<file path="src/rtl/hex_encode.sv">
// hex_encode: 4-bit nibble to seven-segment pattern {dp,g,f,e,d,c,b,a}.
// Optional output register enabled by defining HEX_ENCODE_OUTREG_EN;
// without it the decode is purely combinational and clk/rst_n are unused.
module hex_encode #(
  parameter bit ACTIVE_LOW = 1'b1,  // 1: segment lit when bit is 0
  parameter bit NINE_TAIL  = 1'b1   // 1: digit 9 drawn with segment d
) (
  input  logic       clk,
  input  logic       rst_n,
  input  logic [3:0] bin,
  output logic [7:0] hex
);

  // Blank display: every segment and the dp off, in the selected polarity.
  localparam logic [7:0] BLANK = ACTIVE_LOW ? 8'hFF : 8'h00;

  logic [6:0] lit;    // active-high lit mask {g,f,e,d,c,b,a}
  logic [7:0] hex_d;

  // Full 16-entry glyph table, active-high; every code has an entry.
  always_comb begin
    lit = 7'h00;
    case (bin)
      4'h0: lit = 7'h3F;
      4'h1: lit = 7'h06;
      4'h2: lit = 7'h5B;
      4'h3: lit = 7'h4F;
      4'h4: lit = 7'h66;
      4'h5: lit = 7'h6D;
      4'h6: lit = 7'h7D;
      4'h7: lit = 7'h07;
      4'h8: lit = 7'h7F;
      4'h9: lit = NINE_TAIL ? 7'h6F : 7'h67;
      4'hA: lit = 7'h77;
      4'hB: lit = 7'h7C;
      4'hC: lit = 7'h39;
      4'hD: lit = 7'h5E;
      4'hE: lit = 7'h79;
      4'hF: lit = 7'h71;
      default: lit = 7'bxxxxxxx;  // only reachable with X/Z on bin
    endcase
  end

  // Apply output polarity; dp is always off.
  always_comb begin
    hex_d = ACTIVE_LOW ? {1'b1, ~lit} : {1'b0, lit};
  end

`ifdef HEX_ENCODE_OUTREG_EN
  logic [7:0] hex_q;

  // Output register; reset blanks the display immediately, clock or not.
  always_ff @(posedge clk or negedge rst_n) begin
    if (!rst_n) hex_q <= BLANK;
    else        hex_q <= hex_d;
  end

  assign hex = hex_q;
`else
  // Clock and reset are deliberately unused in the combinational build.
  logic unused_clk_rst;
  assign unused_clk_rst = &{1'b0, clk, rst_n, BLANK};

  assign hex = hex_d;
`endif

endmodule

</file>
<file path="config.mk">
export PLATFORM = sky130hd
export DESIGN_NAME = hex_encode
export DESIGN_NICKNAME = d
export VERILOG_FILES = /design/src/rtl/hex_encode.sv
export SDC_FILE = /design/constraint.sdc
export NUM_CORES = 1
export LEC_CHECK = 0
export CAP_MARGIN = 10
export CORE_AREA = 4 4 41 43
export DETAILED_ROUTE_END_ITERATION = 10
export DIE_AREA = 0 0 45 47
export PLACE_DENSITY = 0.43
export SLEW_MARGIN = 10
export SYNTH_ARGS = -nofsm -noshare
export SYNTH_HDL_FRONTEND = slang
export SYNTH_SLANG_ARGS = --single-unit
</file>
<file path="constraint.sdc">
create_clock -name vclk -period 1.2
set_clock_uncertainty 0.05 [all_clocks]
set_input_delay 0.12 -clock vclk [all_inputs]
set_output_delay 0.12 -clock vclk [all_outputs]
set_load 0.02 [all_outputs]
</file>
==> flow_summary.toml, run 1 <==
[run_status]
violations = "negative setup slack"
status = "finished with violations"

[placement]
dp_hpwl_um = 660.6
io_buffers = 11
place_area_sq_um = 489.2
gp_congestion = 0.6840

[routing]
wl_met3_um = 28
drc_errors = 0
top_layer = "met3"
totalWireLength_um = 771
met2WireLength_um = 449
vias_per_cell = 4.250
first_pass_iters = 1
m1WireLength_um = 293
ant_nets = 0
routedWlPerCell_um = 10.71
drt_iter0_drc = 0
num_vias = 306

[power_and_ir_drop]
power_frac_comb_pct = 100.0
irDropWorstVdd_uv = 149.1
switchingPower_mw = 0.1079
p_leak_nw = 0.2693
p_sw_share_pct = 45.93
seqPwrFrac_pct = 0
clkPwrFrac_pct = 0
intPower_mw = 0.1270
p_per_area_nw_per_um2 = 403.6
total_power_mw = 0.2348

[global_route]
grt_overflow = 0
grt_pass1_wl_um = 1276
grt.total_usage_pct = 7.801
antenna_found_initial = 0
grt_max_degree = 7
grt_pass1_vias = 318

[worst_hold_path]
hold_end = "hex[1]"
worstHoldStart = "bin[0]"
hold_depth = 4
hold_path_class = "in -> out"

[layout]
layout_common_cells = "buf_4, buf_6, ha_4, nand2_1, buf_2"
final_cell_area_sq_um = 581.8
antenna-diode-count = 0
syn_to_final_growth_pct = 120.4
final_common_cell = "buf_4"
multiInputGateArea_sq_um = 302.8
clockBufferCount = 0
seq_cells = 0
fill_cells = 133
final_nets = 71
seq_area_sq_um = 0
drive_gt1_share_pct = 68.42

[setup_path]
required_ps = 1030
slowest_stage = "mux4_2"
max_stage_delay_ps = 450
crit_chain = "buf_8, inv_6, ha_4, inv_2, mux4_2, buf_6"
path_class = "in -> out"
critical_path.endpoint_type = "output port"
worstPathArrival_ps = 1130
cp-start-kind = "input pin"
critPathMaxFanout = 4

[synth]
ys_warn_count = 0
syn-num-nets = 45
yosys.area.top_type = "ha_1"
netlist_top_cells_area = "ha_1, mux4_1, mux2i_1"
ys_seq_area_share_pct = 0
synth_top_area_share_pct = 28.44
syn-instance-count = 33
avgSynthCellArea_sq_um = 8.000
yosysUniqueCellTypes = 19
synth.cell_area_sq_um = 264.0

[timing]
finalHoldViolCount = 0
finalSetupViolations = 2
holdWs_ps = 681.5
period_needed_ps = 1297
rsz0062_at_grt = "yes"
max_freq_ghz = 0.7712
final_max_slew_viol_count = 0
setup_tns_ps = -154.8
timing.final.crit_share_pct = 108.1
timing.final.ws_setup_ps = -96.65

[die]
io_pins = 14
rows = 13
die_area_sq_um = 2115
die_w_um = 45
start_util_pct = 20.29
core_sq_um = 1301
die_y_um = 47

[run]
cap_violations = 0

[clocking]
ctsHoldBuffers = 0
cell type report:
class | instances | share of cell area [%]
multi-input cells | 27 | 52.04
well taps | 15 | 3.226
inverters | 3 | 3.656
repair buffers | 27 | 41.08
power by group through the flow:
stage          Combinational (mW)  Clock [mW]  Sequential [mW]
2_1_floorplan               0.102           0                0
3_3_place_gp                0.200           0                0
3_5_place_dp                0.203           0                0
4_1_cts                     0.223           0                0
5_1_grt                     0.254           0                0
6_report                    0.235           0                0
how the worst max path moves through the flow:
stage,cells after the start,startpoint,slack [ps],end
floorplan,4,bin[0],30,hex[3]
global placement,6,bin[0],-1010,hex[3]
detailed placement,6,bin[0],-1040,hex[3]
CTS,6,bin[0],-100,hex[3]
global route,6,bin[0],-120,hex[3]
finish,6,bin[1],-100,hex[3]
cells in the mapped netlist (2+ instances only):
library cell / instances
inv_1: 3
ha_1: 6
mux2i_1: 2
a22o_1: 2
nor2_1: 3
nor2b_1: 2
nand2_1: 3
stage by stage:
| step | worst slack (ps) | cells | util (%) |
|---|---|---|---|
| 6_report | -96.65 | 72 | 44.71 |
| 3_5_place_dp | -1037 | 71 | 37.60 |
| 3_3_place_gp | -1013 | 71 | 37.60 |
| 5_1_grt | -118.2 | 72 | 44.71 |
| 2_1_floorplan | 27.37 | 33 | - |
| 4_1_cts | -98.04 | 72 | 42.40 |
layer usage:
metal | global-route usage (%) | vias up
li1 | - | 160
met1 | 8.578 | 140
met3 | 0 | 0
met5 | 0 | -
met4 | 0 | 0
met2 | 17.23 | 6
critical path, delay by kind of cell:
kind / cells / cell delay [ps]
buffers and inverters: 4 / 300
adder cells (fa/ha/maj): 1 / 250
multiplexers: 1 / 450
cells by family (layout without fill, tap and decap cells):
logic type                 count (synthesis)  in the layout  share of synthesized area (%)
AOI/OAI and AO/OA                          6              6                          18.01
muxes                                      3              3                          17.54
buffers and inverters                      6             30                          13.27
other                                      1              1                          1.420
adders and majority gates                  6              6                          28.44
and+or+nand+nor                           11             11                          21.33
timing repair:
| action | 4_1_cts | 5_1_grt |
|---|---|---|
| buffers inserted | 1 | 0 |
| gates cloned | 0 | 0 |
| setup endpoints to repair | 7 | 4 |
| gates resized for setup | 72 | 5 |
| pin swaps | 0 | 1 |
(Power assumes the default switching activity.)
==> run 2: changes to the inputs <==
Settings changed: GPL_ROUTABILITY_DRIVEN set to 1.
==> results of run 2 <==
No change in the layout: final DEF, timing and power equal those of run 1.
==> run 3: changes to the inputs <==
Settings changed: ABC_CLOCK_PERIOD_IN_PS set to 1200, PLACE_DENSITY 0.43 to not set, RECOVER_POWER set to 50.
==> run 3 against run 2 <==
The flow still finishes with violations (negative setup slack); global-route usage decreased by 0.39 points; final cell count rose by 5.6%; sequential share of layout area stayed put; first-iteration DRC count up 2; critical path depth unchanged; worst hold slack worse by 31 ps; die area did not move; sequential cell count is the same; combinational power rose by 10%; non-clock buffer count rose by 4.
==> flow_summary.toml, run 3 (synthesized netlist as in run 1, its figures left out) <==
[timing]
timing.final.ws_setup_ps = -106.1
rsz0062_at_grt = "yes"
max_freq_ghz = 0.7657
setup_tns_ps = -214.4
finalSetupViolations = 4
final_max_slew_viol_count = 0
finalHoldViolCount = 0
period_needed_ps = 1306
timing.final.crit_share_pct = 108.8

[global_route]
grt_max_degree = 7
grt_overflow = 0
grt.total_usage_pct = 7.407
grt_pass1_wl_um = 1228
antenna_found_initial = 0
grt_pass1_vias = 295

[layout]
seq_area_sq_um = 0
clockBufferCount = 0
final_cells = 76
drive_gt1_share_pct = 75.41
multiInputGateArea_sq_um = 304.0
layout_common_cells = "buf_4, buf_6, nor2_1, ha_4"
final_nets = 75
final_cell_area_sq_um = 639.4
fill_cells = 130
syn_to_final_growth_pct = 142.2
final_common_cell = "buf_4"
antenna-diode-count = 0
seq_cells = 0

[die]
die_y_um = 47
die_w_um = 45
die_area_sq_um = 2115
rows = 13
core_sq_um = 1301
io_pins = 14
start_util_pct = 20.29

[placement]
place_area_sq_um = 489.2
dp_hpwl_um = 596.3
gp_congestion = 0.7035
io_buffers = 11
place_inst = 71

[setup_path]
cp-start-kind = "input pin"
worstPathArrival_ps = 1140
critical_path.endpoint_type = "output port"
critPathMaxFanout = 4
required_ps = 1030
crit_start = "bin[0]"
path_class = "in -> out"

[run_status]
status = "finished with violations"
violations = "negative setup slack"

[routing]
totalWireLength_um = 771
drt_iter0_drc = 2
num_vias = 325
vias_per_cell = 4.276
ant_nets = 0
routedWlPerCell_um = 10.14
first_pass_iters = 2
drc_errors = 0

[run]
cap_violations = 0

[clocking]
ctsHoldBuffers = 0

[power_and_ir_drop]
irDropWorstVdd_uv = 204.7
p_leak_nw = 0.3039
p_per_area_nw_per_um2 = 405.5

[worst_hold_path]
hold_path_class = "in -> out"
worstHoldStart = "bin[0]"
run 3: changes by cell type in the layout (fill, tap and decap cells not counted), sizes merged:
cell | before | now
buf | 26 | 29
clkdlybuf4s15 | 0 | 1
run 3: report_power, final:
group	switching (mW)	internal, mW
Sequential	0	0
Clock	0	0
Combinational	0.112	0.147
Total	0.112	0.147
run 3: metrics by stage:
| step | setup slack [ps] | power [mW] | utilization, % | hold slack (ps) |
|---|---|---|---|---|
| 3_3_place_gp | -1017 | 0.1980 | 37.60 | 1398 |
| 2_1_floorplan | 27.37 | 0.1023 | - | 431.0 |
| 4_1_cts | -108.3 | 0.2366 | 44.81 | 652.6 |
| 3_5_place_dp | -1037 | 0.2015 | 37.60 | 1395 |
| 5_1_grt | -129.8 | 0.2767 | 49.13 | 669.1 |
| 6_report | -106.1 | 0.2592 | 49.13 | 650.1 |
run 3: worst paths after layout:
kind	to	slack, ps	depth (start not counted)
min	hex[1]	650	4
max	hex[3]	-110	6
run 3: layer usage:
metal	vias up	track usage, %	routed length (um)
met2	7	16.10	455
met1	149	8.126	274
met5	-	0	0
li1	169	-	-
met3	0	0.3831	42
met4	0	0	0
run 3: what timing repair did:
item,in CTS,in global routing
setup endpoints to repair,7,7
buffers inserted,4,1
gates resized for setup,72,11
pin swaps,3,6
run 3: final cells by class:
class | instances | share of cell area [%]
Timing Repair Buffer | 31 | 46.18
Multi-Input combinational cell | 27 | 47.55
Inverter | 3 | 3.327
Tap cell | 15 | 2.935
run 3: critical path, stage by stage:
cell	delay [ps]
buf_8	90
inv_6	40
ha_4	250
inv_2	30
mux4_2	460
buf_6	150
